<file path="config.mk">
export PLATFORM = sky130hd
export DESIGN_NAME = score_digit_renderer
export DESIGN_NICKNAME = d
export VERILOG_FILES = /design/src/rtl/score_digit_renderer.sv
export SDC_FILE = /design/constraint.sdc
export NUM_CORES = 1
export LEC_CHECK = 0
export CAP_MARGIN = 20
export CORE_MARGIN = 5
export CORE_UTILIZATION = 50
export DETAILED_ROUTE_END_ITERATION = 12
export GPL_TIMING_DRIVEN = 0
export PLACE_DENSITY = 0.77
export SETUP_SLACK_MARGIN = 0.4
export SYNTH_ARGS = -nofsm -noshare
export SYNTH_HDL_FRONTEND = slang
export SYNTH_SLANG_ARGS = --single-unit
</file>
<file path="constraint.sdc">
create_clock -name clk -period 5.75 [get_ports clk]
set_input_delay 1.15 -clock clk [delete_from_list [all_inputs] [get_ports clk]]
set_output_delay 1.15 -clock clk [all_outputs]
set_load 0.005 [all_outputs]
</file>
<file path="src/rtl/score_digit_renderer.sv">
// BCD score counter with per-frame snapshot and a 3-stage glyph renderer.
// Optional: SCORE_LEADING_ZERO_BLANK_EN blanks leading zero digits.
module score_digit_renderer #(
    parameter int DIGITS = 4,
    parameter int X0     = 480,
    parameter int Y0     = 16,
    parameter int SCALE  = 4,
    parameter int GAP    = 4
) (
    input  logic                  clk,
    input  logic                  reset,
    input  logic [9:0]            hcount,
    input  logic [9:0]            vcount,
    input  logic                  score_inc,
    input  logic                  game_reset,
    output logic [3:0]            font_addr,
    input  logic [31:0]           font_data,
    output logic [4*DIGITS-1:0]   score_bcd,
    output logic                  pix_on
);
    localparam int GW = 8 * SCALE;
    localparam int P  = GW + GAP;
    localparam int GH = 4 * SCALE;
    localparam int SH = $clog2(SCALE);

    localparam logic [9:0] XL  = 10'(X0);
    localparam logic [9:0] XR  = 10'(X0 + DIGITS * P - GAP);
    localparam logic [9:0] YT  = 10'(Y0);
    localparam logic [9:0] YB  = 10'(Y0 + GH);
    localparam logic [9:0] PW  = 10'(P);
    localparam logic [9:0] GWW = 10'(GW);

    logic [4*DIGITS-1:0] score_q, score_d, inc_v, disp_q;
    logic [3:0]          font_addr_q;
    logic                v1_q, v2_q, pix_q;
    logic [2:0]          col1_q, col2_q;
    logic [1:0]          row1_q, row2_q;

    logic       carry, all9;
    logic [9:0] dx, dy, k, cx;
    logic       in_box, in_glyph, blk;
    logic [2:0] col;
    logic [1:0] row;
    logic [3:0] dig;
    logic [DIGITS-1:0] blank_v;

    always_comb begin
        inc_v = score_q;
        carry = 1'b1;
        all9  = 1'b1;
        for (int i = 0; i < DIGITS; i++) begin
            if (score_q[4*i +: 4] != 4'd9) all9 = 1'b0;
            if (carry) begin
                if (score_q[4*i +: 4] == 4'd9) begin
                    inc_v[4*i +: 4] = 4'd0;
                end else begin
                    inc_v[4*i +: 4] = score_q[4*i +: 4] + 4'd1;
                    carry = 1'b0;
                end
            end
        end
        // Clear has priority; all-nines saturates.
        if (game_reset)              score_d = '0;
        else if (score_inc && !all9) score_d = inc_v;
        else                         score_d = score_q;
    end

    always_comb begin
        blank_v = '0;
`ifdef SCORE_LEADING_ZERO_BLANK_EN
        begin
            logic z;
            z = 1'b1;
            for (int i = DIGITS - 1; i > 0; i--) begin
                z = z & (disp_q[4*i +: 4] == 4'd0);
                blank_v[i] = z;
            end
        end
`else
        blank_v = '0;
`endif
    end

    always_comb begin
        dx       = hcount - XL;
        dy       = vcount - YT;
        k        = dx / PW;
        cx       = dx % PW;
        in_box   = (hcount >= XL) && (hcount < XR) &&
                   (vcount >= YT) && (vcount < YB);
        in_glyph = in_box && (cx < GWW);
        col      = 3'(cx >> SH);
        row      = 2'(dy >> SH);
        dig      = 4'd0;
        blk      = 1'b0;
        // Glyph k (left to right) shows digit DIGITS-1-k.
        for (int i = 0; i < DIGITS; i++) begin
            if (k == 10'(DIGITS - 1 - i)) begin
                dig = disp_q[4*i +: 4];
                blk = blank_v[i];
            end
        end
    end

    always_ff @(posedge clk) begin
        if (reset) begin
            score_q     <= '0;
            disp_q      <= '0;
            font_addr_q <= 4'd0;
            v1_q        <= 1'b0;
            v2_q        <= 1'b0;
            pix_q       <= 1'b0;
            col1_q      <= 3'd0;
            col2_q      <= 3'd0;
            row1_q      <= 2'd0;
            row2_q      <= 2'd0;
        end else begin
            score_q <= score_d;
            if (hcount == 10'd0 && vcount == 10'd0) disp_q <= score_q;
            if (in_glyph) font_addr_q <= dig;
            v1_q   <= in_glyph && !blk;
            col1_q <= col;
            row1_q <= row;
            v2_q   <= v1_q;
            col2_q <= col1_q;
            row2_q <= row1_q;
            pix_q  <= v2_q & font_data[5'd31 - {row2_q, col2_q}];
        end
    end

    assign font_addr = font_addr_q;
    assign score_bcd = score_q;
    assign pix_on    = pix_q;
endmodule

</file>
==> run metrics <==
leading cell type in the layout, fill and taps excluded=clkdlybuf4s50_1; crit-path max FO=10; Starting Density=50.9%; post-CTS setup buffer count=0; Sw Pwr=0.247 mW; Logic pwr share=30.6%; GR Util All Layers=20.6%; fin util=66.0%; wire length per cell=16.2 µm; r2r worst-path depth=11; Core ar.=6310 µm²; hpwl dp=6510 µm; final antenna-violating net count=0; Final #Nets=499; GR peak layer=met2; Hold Crit Class=flop to flop; Critical Path Start=hcount[5]; Pwr Density=209 nW/µm²; FMAX=196 MHz; largest net degree at the start of global routing=15; routed wire length=8370 µm; Cell Rows=29; Ant. Diodes=0; CTS tree=done; first-pass GRT wire length=14200 µm; crit path time final=5.10 ns; Worst Tran Pin Value=0.726 ns; Clock Pin Slew Worst Setup and Hold Paths=0.08 ns; final worst slack=0.651 ns; Leak=1.51 nW; worst hold slack=0.441 ns; Final Hold Viols=0; CP endpoint kind=flop; initial antenna violation count=0; EDFF count, synth=0; sequential fraction of the synthesis area=30.5%; max_slew headroom=51.0%; drt first-iter violations=158; Worst setup SP type=input port; Worst Skew=0.00589 ns; met2 Resource Use GR=33.1%; syn_nets=419; fin. max-slew vios=0; prevailing post-synth register cell=dfxtp_1; GPL Wtd Cong=0.910; Async SR Flop Fraction=0%; Congestion Overflow GR=0; Critical R2R Capture=score_bcd[15]$_SDFFE_PP0P_; WP data arrival=5.29 ns; Die Ht=90.2 µm; clock tree root buffer cell=clkbuf_8; RSZ-0062 raised after global routing=false; Int Power=0.623 mW; Clock Path Buffers=2; Die W=90.2 µm; Port Buffers=73; share of total power in the clock network=28.9%; kind of critical path=input port to flop; Seq cells post-synth=49; setup TNS=0 ns; pre-CTS setup slack=0.229 ns; Final Setup Violations=0; Clock Latency Late Sink=0.30 ns; Num CTS Buffers=5; Sequential Power Share=40.5%; Num Clock Sinks=49; Vias/cell=5.76; via count=2983; commonest cells after routing, fill and taps aside=73 x clkdlybuf4s50_1, 49 x nor2_1, 49 x dfxtp_1; H-tree depth=2; Mapped Cells=360; vias in the first global route=2916; DIE AREA=8140 µm²; WP data required=5.94 ns; Boundary Pins=77; Yosys warning count=0; syn avg cell area=8.93 µm²; met1 usage=29.0%; share of layout cells above drive strength 1=11.6%; library cells used by synthesis=71; M3 GR Usage=4.26%; DRC Markers=0; TritonRoute pass-1 iters=4; flop2flop setup slack=3.12 ns; # hold bufs at CTS=0; Synth Cell Area=3220 µm²; worst r2r src=score_bcd[2]$_SDFFE_PP0P_; Worst Setup EP=font_addr[3]$_SDFFE_PP0P_; Sw Share=28.4%; MaxCap Viol Count=0; Tcrit/Tclk final=88.7%; Area Overhead vs Synth=29.5%; maximum vdd drop=148 µV; status=finished, final reports clean
## power groups by stage
stage / registers (mW) / logic [mW] / clock network, mW
final: 0.352 / 0.266 / 0.251
after floorplan: 0.359 / 0.186 / 0
after global routing: 0.354 / 0.289 / 0.273
after CTS: 0.353 / 0.263 / 0.254
after global placement: 0.360 / 0.256 / 0
after detailed placement: 0.361 / 0.262 / 0
## final cells by class
cell class                 count  area [µm²]
fill                         575        2150
multi-input combinational    280        2100
sequential                    49         981
timing repair buffer          73         731
buffer                        20         104
tap                           77        96.3
clock buffer                   7        86.3
inverter                      11        41.3
clock inverter                 1        30.0
## timing repair
action / 4_1_cts / 5_1_grt
gates resized for setup: 0 / 4
hold endpoints to repair: 0 / 0
endpoints found under the setup margin: 0 / 7
## stage by stage
step	instances	cell area (µm²)	power, mW
detailed placement	510	4040	0.623
finish	518	4170	0.870
global placement	510	4040	0.616
CTS	518	4160	0.870
global route	518	4170	0.916
floorplan	360	3220	0.546
## critical path: stages
cell and delay (ns):
clkdlybuf4s50_1 0.52, buf_6 0.15, inv_1 0.13, ha_1 0.33, clkbuf_2 0.21, o2111a_1 0.27
mux2i_1 0.16, or4_4 0.59, a21o_1 0.24, a211oi_2 0.31, o21a_2 0.21, o211ai_2 0.08
a2111o_1 0.49, and4b_4 0.23, a22o_1 0.22
## worst min-delay path by stage
stage                     slack, ns            startpoint              endpoint  cells after the start
after floorplan                0.41  col1_q[0]$_SDFF_PP0_  col2_q[0]$_SDFF_PP0_                      1
after global placement         0.42  col1_q[0]$_SDFF_PP0_  col2_q[0]$_SDFF_PP0_                      1
after detailed placement       0.43  col1_q[2]$_SDFF_PP0_  col2_q[2]$_SDFF_PP0_                      1
after CTS                      0.45  col1_q[2]$_SDFF_PP0_  col2_q[2]$_SDFF_PP0_                      1
after global routing           0.47  row1_q[0]$_SDFF_PP0_  row2_q[0]$_SDFF_PP0_                      1
final                          0.44  col1_q[2]$_SDFF_PP0_  col2_q[2]$_SDFF_PP0_                      1
## Yosys cell counts, types with 2 or more instances
master / count / share of area (%)
nor2_1: 50 / 5.8
dfxtp_1: 49 / 31
mux2i_1: 31 / 9.6
nor2b_1: 16 / 3.1
a21oi_1: 14 / 2.2
nand3_1: 14 / 2.2
o21ai_0: 14 / 2.2
nand2_1: 13 / 1.5
clkbuf_1: 12 / 1.4
nor3_1: 11 / 1.7
inv_1: 10 / 1.2
mux4_2: 10 / 7.0
nor3b_1: 9 / 2.1
xnor2_1: 7 / 1.9
xor2_1: 7 / 1.9
and3_1: 6 / 1.2
a21o_1: 5 / 1.2
a22o_1: 4 / 1.1
buf_2: 4 / 0.62
nand2b_1: 4 / 0.78
or2_2: 4 / 0.78
a211oi_1: 3 / 0.70
and2_1: 3 / 0.58
ha_1: 3 / 1.2
a211oi_2: 2 / 0.78
a31oi_1: 2 / 0.39
and2b_1: 2 / 0.47
buf_4: 2 / 0.47
buf_6: 2 / 0.70
nand4_1: 2 / 0.39
nor4_1: 2 / 0.39
o21bai_1: 2 / 0.47
o32ai_1: 2 / 0.54
or3_1: 2 / 0.39
## flip-flops by register name (all words and copies together), names as in the netlist, 2 cells and up
name and flops:
font_addr 4, col1_q 3, row1_q 2, disp_q 16, row2_q 2, score_bcd 16
col2_q 3
## routing by layer
metal	part of all wire, %	vias to the layer above
met1	46	1412
met2	47	92
met5	0	-
met3	6.0	9
li1	-	1470
met4	0.69	0
## logic make-up (layout without fill, tap and decap cells)
family	count (synthesis)	in the layout	synth area share, %
buffers and inverters	31	112	4.47
AND/OR/NAND/NOR	146	146	23.7
adder cells (fa/ha/maj)	3	3	1.17
multiplexers	42	42	17.0
flip-flops	49	49	30.5
AO/OA/AOI/OAI	73	73	18.3
XOR/XNOR	16	16	4.83
Note: power is estimated with default switching activity, not from simulation.
